$ cat src/rtl/nvm_access_ctrl.sv
// NVM array initiator: turns host read/program/erase requests into array cycles,
// with a write-protect gate and a valid/ready response. Optional macro: NVM_WRITE_VERIFY_EN.
module nvm_access_ctrl #(
  parameter int                    DATA_WIDTH  = 32,
  parameter int                    ADDR_WIDTH  = 6,
  parameter logic [DATA_WIDTH-1:0] ERASE_VALUE = {DATA_WIDTH{1'b0}}
) (
  input  logic                  clk,
  input  logic                  reset,
  input  logic                  req_valid,
  output logic                  req_ready,
  input  logic [1:0]            req_op,
  input  logic [ADDR_WIDTH-1:0] req_addr,
  input  logic [DATA_WIDTH-1:0] req_wdata,
  input  logic                  unlock,
  output logic                  rsp_valid,
  input  logic                  rsp_ready,
  output logic [DATA_WIDTH-1:0] rsp_rdata,
  output logic                  rsp_error,
  output logic                  busy,
  output logic                  mem_write_enable,
  output logic [ADDR_WIDTH-1:0] mem_address,
  output logic [DATA_WIDTH-1:0] mem_data_in,
  input  logic [DATA_WIDTH-1:0] mem_data_out,
  output logic [2:0]            dbg_state
);

  // Handshake: a request is taken on an edge with req_valid && req_ready (IDLE only);
  // a response is held on rsp_* while rsp_valid is high and retired on an edge with rsp_ready.

  localparam logic [1:0] OP_READ  = 2'b00;
  localparam logic [1:0] OP_WRITE = 2'b01;
  localparam logic [1:0] OP_ERASE = 2'b10;

`ifdef NVM_WRITE_VERIFY_EN
  typedef enum logic [2:0] {
    S_IDLE = 3'd0, S_READ = 3'd1, S_WRITE = 3'd2, S_ERASE = 3'd3, S_VERIFY = 3'd4, S_RESP = 3'd5
  } state_t;
`else
  typedef enum logic [2:0] {
    S_IDLE = 3'd0, S_READ = 3'd1, S_WRITE = 3'd2, S_ERASE = 3'd3, S_RESP = 3'd5
  } state_t;
`endif

  state_t                state_q, state_d;
  logic                  req_ready_q, req_ready_d;
  logic                  rsp_valid_q, rsp_valid_d;
  logic [DATA_WIDTH-1:0] rsp_rdata_q, rsp_rdata_d;
  logic                  rsp_error_q, rsp_error_d;
  logic                  busy_q, busy_d;
  logic                  mem_we_q, mem_we_d;
  logic [ADDR_WIDTH-1:0] mem_address_q, mem_address_d;
  logic [DATA_WIDTH-1:0] mem_data_in_q, mem_data_in_d;

  always_comb begin
    state_d       = state_q;
    req_ready_d   = req_ready_q;
    rsp_valid_d   = rsp_valid_q;
    rsp_rdata_d   = rsp_rdata_q;
    rsp_error_d   = rsp_error_q;
    busy_d        = busy_q;
    mem_we_d      = 1'b0;
    mem_address_d = mem_address_q;
    mem_data_in_d = mem_data_in_q;

    case (state_q)
      S_IDLE: begin
        if (req_valid && req_ready_q) begin
          req_ready_d = 1'b0;
          busy_d      = 1'b1;
          if (req_op == OP_READ) begin
            mem_address_d = req_addr;
            state_d       = S_READ;
          end else if (req_op == OP_WRITE && unlock) begin
            mem_address_d = req_addr;
            mem_data_in_d = req_wdata;
            mem_we_d      = 1'b1;
            state_d       = S_WRITE;
          end else if (req_op == OP_ERASE && unlock) begin
            mem_address_d = '0;
            mem_data_in_d = ERASE_VALUE;
            mem_we_d      = 1'b1;
            state_d       = S_ERASE;
          end else begin
            // Locked program/erase or reserved opcode: reject without touching the array.
            rsp_valid_d = 1'b1;
            rsp_error_d = 1'b1;
            state_d     = S_RESP;
          end
        end
      end
      S_READ: begin
        rsp_rdata_d = mem_data_out;
        rsp_valid_d = 1'b1;
        state_d     = S_RESP;
      end
      S_WRITE: begin
`ifdef NVM_WRITE_VERIFY_EN
        state_d = S_VERIFY;
`else
        rsp_valid_d = 1'b1;
        state_d     = S_RESP;
`endif
      end
`ifdef NVM_WRITE_VERIFY_EN
      S_VERIFY: begin
        if (mem_data_out != mem_data_in_q) begin
          rsp_error_d = 1'b1;
          rsp_rdata_d = mem_data_out;
        end
        rsp_valid_d = 1'b1;
        state_d     = S_RESP;
      end
`endif
      S_ERASE: begin
        // The last location is written during the cycle that ends on this edge.
        if (&mem_address_q) begin
          rsp_valid_d = 1'b1;
          state_d     = S_RESP;
        end else begin
          mem_we_d      = 1'b1;
          mem_address_d = mem_address_q + ADDR_WIDTH'(1);
        end
      end
      S_RESP: begin
        if (rsp_ready) begin
          rsp_valid_d = 1'b0;
          rsp_error_d = 1'b0;
          rsp_rdata_d = '0;
          req_ready_d = 1'b1;
          busy_d      = 1'b0;
          state_d     = S_IDLE;
        end
      end
      default: begin
        rsp_valid_d = 1'b0;
        rsp_error_d = 1'b0;
        rsp_rdata_d = '0;
        req_ready_d = 1'b1;
        busy_d      = 1'b0;
        state_d     = S_IDLE;
      end
    endcase
  end

  always_ff @(posedge clk) begin
    if (reset) begin
      state_q       <= S_IDLE;
      req_ready_q   <= 1'b1;
      rsp_valid_q   <= 1'b0;
      rsp_rdata_q   <= '0;
      rsp_error_q   <= 1'b0;
      busy_q        <= 1'b0;
      mem_we_q      <= 1'b0;
      mem_address_q <= '0;
      mem_data_in_q <= '0;
    end else begin
      state_q       <= state_d;
      req_ready_q   <= req_ready_d;
      rsp_valid_q   <= rsp_valid_d;
      rsp_rdata_q   <= rsp_rdata_d;
      rsp_error_q   <= rsp_error_d;
      busy_q        <= busy_d;
      mem_we_q      <= mem_we_d;
      mem_address_q <= mem_address_d;
      mem_data_in_q <= mem_data_in_d;
    end
  end

  assign req_ready        = req_ready_q;
  assign rsp_valid        = rsp_valid_q;
  assign rsp_rdata        = rsp_rdata_q;
  assign rsp_error        = rsp_error_q;
  assign busy             = busy_q;
  assign mem_write_enable = mem_we_q;
  assign mem_address      = mem_address_q;
  assign mem_data_in      = mem_data_in_q;
  assign dbg_state        = state_q;

endmodule
$ cat config.mk
export PLATFORM = sky130hd
export DESIGN_NAME = nvm_access_ctrl
export DESIGN_NICKNAME = d
export VERILOG_FILES = /design/src/rtl/nvm_access_ctrl.sv
export SDC_FILE = /design/constraint.sdc
export NUM_CORES = 1
export LEC_CHECK = 0
export CORE_MARGIN = 2
export CORE_UTILIZATION = 43
export CTS_BUF_LIST = sky130_fd_sc_hd__clkbuf_4 sky130_fd_sc_hd__clkbuf_8 sky130_fd_sc_hd__clkbuf_16
export DETAILED_ROUTE_END_ITERATION = 10
export PLACE_DENSITY = 0.95
export SETUP_SLACK_MARGIN = 0.05
export SLEW_MARGIN = 10
export SYNTH_ARGS = -nofsm -noshare
export SYNTH_HDL_FRONTEND = slang
export SYNTH_SLANG_ARGS = --single-unit
$ cat constraint.sdc
create_clock -name clk -period 4.7 [get_ports clk]
set_input_delay 1.41 -clock clk [delete_from_list [all_inputs] [get_ports clk]]
set_output_delay 1.41 -clock clk [all_outputs]
set_load 0.05 [all_outputs]
### Word level (Yosys, flattened, before mapping)

Index checks and enable logic that the tools add are counted.

| word-level totals | value |
|---|---|
| flip-flop bits (word level) | 78 |
| input port bits | 77 |
| output and inout bits | 78 |
| logic and storage cells | 81 |

| cells by class | value |
|---|---|
| $add $sub $neg | 1 |
| eq/ne operators | 14 |
| muxes and demuxes | 36 |
| bitwise logic cells | 3 |
| reduce and logical (&&, ||, !) cells | 18 |

Operator list:

| operator | count |
|---|---|
| 2-to-1 mux 32 bit | 3 |
| case mux 32 bit (3 select lines) | 1 |
| 2-to-1 mux 6 bit | 5 |
| 2-to-1 mux 3 bit | 6 |
| AND reduction 6 bit | 3 |
| 2-to-1 mux 1 bit | 14 |
| != test 2 bit (second input constant) | 7 |
| case mux 3 bit (4 select lines) | 1 |
| case mux 6 bit (2 select lines) | 1 |
| case mux 1 bit (3 select lines) | 3 |
| AND reduction 4 bit | 2 |
| adder 6 x 1 -> 6 bit (second input constant) | 1 |
| == test 3 x 2 -> 1 bit (second input constant) | 2 |
| AND reduction 3 bit | 2 |
| OR reduction 3 bit | 2 |
| != test 4 bit (second input constant) | 1 |
| case mux 1 bit (4 select lines) | 1 |
| nonzero test 2 bit | 2 |
| == test 3 x 1 -> 1 bit (second input constant) | 1 |
| == test 3 bit (second input constant) | 1 |
| logical AND 1 bit | 3 |
| zero test 3 bit | 1 |
| NOT 1 bit | 3 |
| == test 2 x 1 -> 1 bit (second input constant) | 1 |
| 5 further kinds | 5 |

### Depth between registers and ports, before layout

Gate-level depths: netlist (run 1).

| depth | value |
|---|---|
| word-level depth | 7 |
| depth in mapped cells | 7 |
| depth with buffers taken out | 5 |

### Worst setup path after synthesis (run 1)

No wires, ideal clock.

| path | value |
|---|---|
| kind | input -> register |
| start point | in req_valid |
| end point | reg req_ready_q, in the netlist req_ready |
| setup time | 0.119 ns |
| data arrival time | 2.452 ns |
| required time | 4.581 ns |
| slack | 2.129 ns |
| stages | 5 |
| buffers on the path | 0 |
| cells stage by stage | and2_2 > or3_1 > a21o_1 > a21o_1 > o21bai_1 |

| on the way | value |
|---|---|
| cells in the longest elaborated chain, start to end | 3 |

Ends and longest elaborated chain:

| what | line | source |
|---|---|---|
| start: declaration | 10 | `input logic req_valid,` |
| logical AND 1 bit | 68 | `if (req_valid && req_ready_q) begin` |
| != test 2 bit (no line) | - |  |
| AND reduction 3 bit (no line) | - |  |
| end signal: assignment | 159 | `req_ready_q <= req_ready_d;` |
| end: declaration | 46 | `logic req_ready_q, req_ready_d;` |

No other way between the ends.
A chain may end at the register's enable or synchronous reset.

### Worst setup path after layout (run 1)

| path | value |
|---|---|
| start point | reg state_q[2], in the netlist dbg_state[2] |
| end point | out dbg_state[2] |

RTL lines:

| what | line | source |
|---|---|---|
| start: declaration | 45 | `state_t state_q, state_d;` |
| start signal: assignment | 158 | `state_q <= state_d;` |
| end: declaration | 25 | `output logic [2:0] dbg_state` |

No word-level cell between the ends.

==> impl_metrics.json, run 1 <==
{
  "cts.sinks": 78,
  "num_vias": 3058,
  "yosysSeqAreaShare_pct": 50.7,
  "path_clk_slew_ns": 0.08,
  "synth-edff-count": 0,
  "port_buffers": 154,
  "path_max_fanout": 13,
  "grtUsageTotal_pct": 22.1,
  "ir_drop_mv": 0.298,
  "dp_worst_setup_slack_ns": 1.42,
  "initial_utilization_pct": 44.9,
  "die_x_um": 88.7,
  "required_ns": 3.29,
  "startpoint_type": "flop",
  "seqPwrFrac_pct": 38.6,
  "ioPinCount": 155,
  "whs_ns": 0.453,
  "p_leak_nw": 1.67,
  "synth_top_flop_cell": "dfxtp_1",
  "status": "finished clean",
  "cp_data_arrival_time_ns": 1.93,
  "antenna_found_initial": 0,
  "path_delay_family": "buffers and inverters",
  "drc": 0,
  "clock-skew-final_ns": 0.00767,
  "cp-end-kind": "output port",
  "nFillCells": 531,
  "hold_buffers": 0,
  "slew_headroom_pct": 23.5,
  "dieArea_um2": 7860,
  "layout_setup_ws_ns": 1.36,
  "tightest_slew_ns": 1.15,
  "tns_ns": 0,
  "hold_viol": 0,
  "crit_slowest_cell": "clkdlybuf4s50_1",
  "cts-root-buf": "clkbuf_8",
  "synth_warnings": 0,
  "p_sw_share_pct": 35.7,
  "wire_per_inst_um": 15.5,
  "comb_power_share_pct": 33.9,
  "slew_violations": 0,
  "fp.dieH_um": 88.7,
  "synth_top_area_share_pct": 50.7,
  "p_clk_share_pct": 27.5,
  "gr-total-overflow": 0,
  "finalCriticalPeriod_ns": 3.34,
  "drt-initial-drc-count": 84,
  "grt_pass1_vias": 2845,
  "core_area_um2": 6870,
  "diodes": 0,
  "synthArstFlopShare_pct": 0,
  "ys_ff_latch": 78,
  "path_class": "reg -> out",
  "drive_above_1_share_pct": 8.68,
  "clockBufferDepth": 2,
  "area_delta_synth_final_pct": 55.5,
  "max_freq_ghz": 0.300,
  "setup_viol_count_final": 0,
  "htree_levels": 3,
  "rsz0062_at_grt": "false",
  "clk_latency_ns": 0.34,
  "drt-vias-per-instance": 5.27,
  "yosysMostFrequentCell": "dfxtp_1",
  "synth_nets": 417,
  "p_total_mw": 2.03,
  "hold_class": "reg -> reg",
  "cts_tree": "done",
  "post_cts_buffers": 0,
  "cts_buffers": 9,
  "ant_nets": 0,
  "critPathBufInv": 1,
  "drv_cap": 0,
  "power_density_nw_per_um2": 423,
  "routed_wl_mm": 9.02,
  "dp_hpwl_mm": 6.35,
  "cts_resized": 0,
  "internal_power_mw": 1.30,
  "synthDistinctLibCells": 43,
  "drtPass1Iterations": 5,
  "path_cells": "clkdlybuf4s50_1",
  "num_rows": 30,
  "place_congestion": 0.810,
  "synthesis.area_um2": 3080,
  "power_switching_mw": 0.724,
  "grt_pass1_wl_mm": 13.6,
  "fin_crit_sh_pct": 71.0,
  "syn_area_per_cell_um2": 9.09,
  "fin_nets": 557,
  "synth_area_leaders": "dfxtp_1 (51%), a22oi_1 (8.8%), a21oi_1 (5.5%)",
  "grt_max_degree": 63,
  "synth_area_leader_cell": "dfxtp_1",
  "synth_common_cells": "dfxtp_1 (78), nor2_1 (43), a22oi_1 (36)",
  "synthCells": 339,
  "slowest_delay_ns": 0.92
}
[path summary, 6_finish.rpt]
check,start,end,slack [ns],cells past startpoint
setup / recovery,dbg_state[2],dbg_state[2],1.36,1
hold / removal,mem_data_in[8],mem_data_in[8],0.45,2
setup reg to reg,dbg_state[2],mem_data_in[22],2.80,6
hold reg to reg,mem_data_in[8],mem_data_in[8],0.45,2
[power by group through the flow]
stage / sequential, mW / clock, mW / combinational [mW]
detailed placement: 0.793 / 0 / 0.680
global placement: 0.788 / 0 / 0.666
global route: 0.789 / 0.591 / 0.727
CTS: 0.779 / 0.570 / 0.683
floorplan: 1.00 / 0 / 0.241
finish: 0.782 / 0.558 / 0.686
[sequential cells by signal (all words and copies together), names as in the netlist]
name	flops
mem_data_in	32
rsp_error	1
mem_address	6
mem_write_enable	1
rsp_rdata	32
rsp_valid	1
dbg_state	3
busy	1
req_ready	1
[stage by stage]
step | instances | utilization [%] | instance area, um2
global placement | 564 | 66.3 | 4560
CTS | 580 | 69.6 | 4780
detailed placement | 564 | 66.3 | 4560
finish | 580 | 69.8 | 4790
floorplan | 339 | - | 3080
global route | 580 | 69.8 | 4790
[placed cells by master, fill, tap and decap left out, types with 2 or more instances in the layout]
cell,count
clkdlybuf4s50_1,153
dfxtp_1,78
nor2_1,43
a22oi_1,36
nand2_1,35
a21oi_1,34
nand3_1,32
clkbuf_8,10
a211oi_1,7
nand3_2,6
a21oi_2,5
inv_1,3
xnor2_1,3
buf_4,3
nor3_2,2
nand3b_1,2
a21o_1,2
o21bai_1,2
bufinv_16,2
clkinv_2,2
clkbuf_4,2
[tightest hold or removal path, cell delays in order, from the launching register on]
cell     delay, ns
dfxtp_1       0.32
nand2_1       0.05
a21oi_1       0.05
[cell type report]
cell class,count,area [um2],area share (%)
clock buffers,12,153,3.19
clock inverters,4,70.1,1.46
inverters,3,11.3,0.235
multi-input cells,230,1320,27.5
flip-flops and latches,78,1560,32.6
well taps,96,120,2.51
repair buffers,157,1560,32.5
[cells by family (layout without fill, tap and decap cells)]
kind of cell	after synthesis	count (layout)	synth area share, %
buffers and inverters	31	176	7.19
AO/OA/AOI/OAI	93	93	20.1
adder cells (fa/ha/maj)	1	1	0.406
flip-flops	78	78	50.7
XOR/XNOR	4	4	1.14
AND/OR/NAND/NOR	132	132	20.5
[metal layers]
layer	vias up	global-route usage, %	wire (um)
met4	0	10.1	189
met3	14	5.88	499
li1	1464	-	-
met5	-	0	0
met1	1469	25.2	3550
met2	111	38.5	4780
No activity file was read; power rests on OpenSTA's default activity.
==> run 2, diff against run 1 <==
Settings changed: CORE_UTILIZATION 43 to 40, PLACE_DENSITY 0.95 to 0.91.
Clock period 4.7 ns to 3.45 ns, I/O delays scaled along.
==> run 2 against run 1 <==
  * Sequential share of layout area is 0.39 points lower
  * Critical path depth stayed put
  * First-iteration DRC count is 33% higher
  * Clock-buffer cell count is 1 lower
  * Critical path type unchanged
  * Wire length is 6.3% lower
  * Combinational power is 36% higher
  * Cell area is 1.2% higher
  * Final cell count is 1.0% higher
  * Die area is 7.2% higher
  * Via count is 1.2% lower
==> impl_metrics.json, run 2 (synthesis results as in run 1) <==
{
  "diodes": 0,
  "drv_cap": 0,
  "final_cell_mix": "clkdlybuf4s50_1 (153), dfxtp_1 (78), nor2_1 (43)",
  "post_cts_buffers": 0,
  "drc": 0,
  "cp.depth": 1,
  "path_cells": "clkdlybuf4s50_1",
  "ioPinCount": 155,
  "path_delay_family": "buffers and inverters",
  "cp-end-kind": "output port",
  "p_leak_nw": 1.69,
  "p_total_mw": 2.87,
  "dp_hpwl_mm": 5.86,
  "grtUsageTotal_pct": 19.0,
  "cts_buffers": 9,
  "tightest_slew_ns": 0.818,
  "grt_max_degree": 39,
  "power_density_nw_per_um2": 592,
  "hold_buffers": 0,
  "ant_nets": 0,
  "port_buffers": 154,
  "r2r-start": "dbg_state[2]",
  "layout_commonest_cell": "clkdlybuf4s50_1",
  "post-route-util_pct": 63.8,
  "fin_crit_sh_pct": 84.7,
  "crit_start": "dbg_state[2]",
  "htree_levels": 3,
  "r2r_slack_ns": 1.63,
  "wire_per_inst_um": 14.4,
  "slowest_delay_ns": 0.92,
  "endpoint": "dbg_state[2]",
  "drt-initial-drc-count": 112,
  "clk_latency_ns": 0.34,
  "hold_depth": 2,
  "tns_ns": 0,
  "gr-total-overflow": 0,
  "cp_data_arrival_time_ns": 1.89,
  "max_freq_ghz": 0.342,
  "path_clk_slew_ns": 0.08,
  "cts_resized": 0,
  "dieArea_um2": 8420,
  "drt-vias-per-instance": 5.15,
  "drtPass1Iterations": 5,
  "cts-root-buf": "clkbuf_8",
  "setup_viol_count_final": 0,
  "place_congestion": 0.762,
  "routed_wl_mm": 8.45,
  "fin_nets": 558,
  "ir_drop_mv": 0.377,
  "area_delta_synth_final_pct": 57.4,
  "finalCriticalPeriod_ns": 2.92,
  "grt_pass1_vias": 2804,
  "required_ns": 2.41,
  "slew_headroom_pct": 45.3,
  "num_vias": 3020,
  "path_max_fanout": 13,
  "num_rows": 32,
  "r2r_cells": 6,
  "drive_above_1_share_pct": 8.68,
  "crit_slowest_cell": "clkdlybuf4s50_1",
  "cts.sinks": 78,
  "clockBufferDepth": 2,
  "cts_tree": "done",
  "fp.dieH_um": 91.8,
  "die_x_um": 91.8,
  "core_area_um2": 7610,
  "grt_pass1_wl_mm": 13.2,
  "status": "finished clean",
  "slew_violations": 0,
  "critPathBufInv": 1,
  "path_class": "reg -> out",
  "hold_class": "reg -> reg",
  "antenna_found_initial": 0,
  "hold_viol": 0,
  "whs_ns": 0.458,
  "initial_utilization_pct": 40.5,
  "rsz0062_at_grt": "false",
  "startpoint_type": "flop",
  "clock-skew-final_ns": 0.0112,
  "r2r_end": "mem_data_in[13]"
}
run 2: final cells by class:
class | instances | area [um2]
inverters | 3 | 11.3
well taps | 102 | 128
flip-flops and latches | 78 | 1560
multi-input cells | 230 | 1310
repair buffers | 158 | 1580
clock buffers | 11 | 139
clock inverters | 4 | 120
fillers | 626 | 2760
run 2: worst min-delay path, stage by stage (launching register included):
cell	delay, ns
dfxtp_1	0.32
nand2_1	0.05
a21oi_1	0.05
run 2: layer usage:
layer	track usage [%]	wire length (um)	up-vias
li1	-	-	1462
met3	4.85	646	15
met1	24.3	3580	1413
met2	31.3	4080	130
met5	0	0	-
met4	6.59	148	0
run 2: power breakdown:
group / total (mW) / switching (mW) / internal, mW
registers: 1.06 / 0.0750 / 0.989
logic: 0.932 / 0.587 / 0.345
clock network: 0.878 / 0.311 / 0.567
run 2: worst min-delay path by stage:
stage | from | endpoint | slack, ns
floorplan | mem_data_in[21] | mem_data_in[21] | 0.67
global placement | mem_data_in[12] | mem_data_in[12] | 0.44
detailed placement | mem_data_in[11] | mem_data_in[11] | 0.45
CTS | mem_data_in[11] | mem_data_in[11] | 0.46
global route | mem_data_in[3] | mem_data_in[3] | 0.48
finish | mem_data_in[8] | mem_data_in[8] | 0.46
run 2: through the flow:
step / area (um2) / instances / worst slack (ns)
floorplan: 3080 / 339 / 1.25
CTS: 4840 / 586 / 0.533
detailed placement: 4580 / 571 / 0.632
global route: 4850 / 586 / 0.435
finish: 4850 / 586 / 0.529
global placement: 4580 / 571 / 0.700
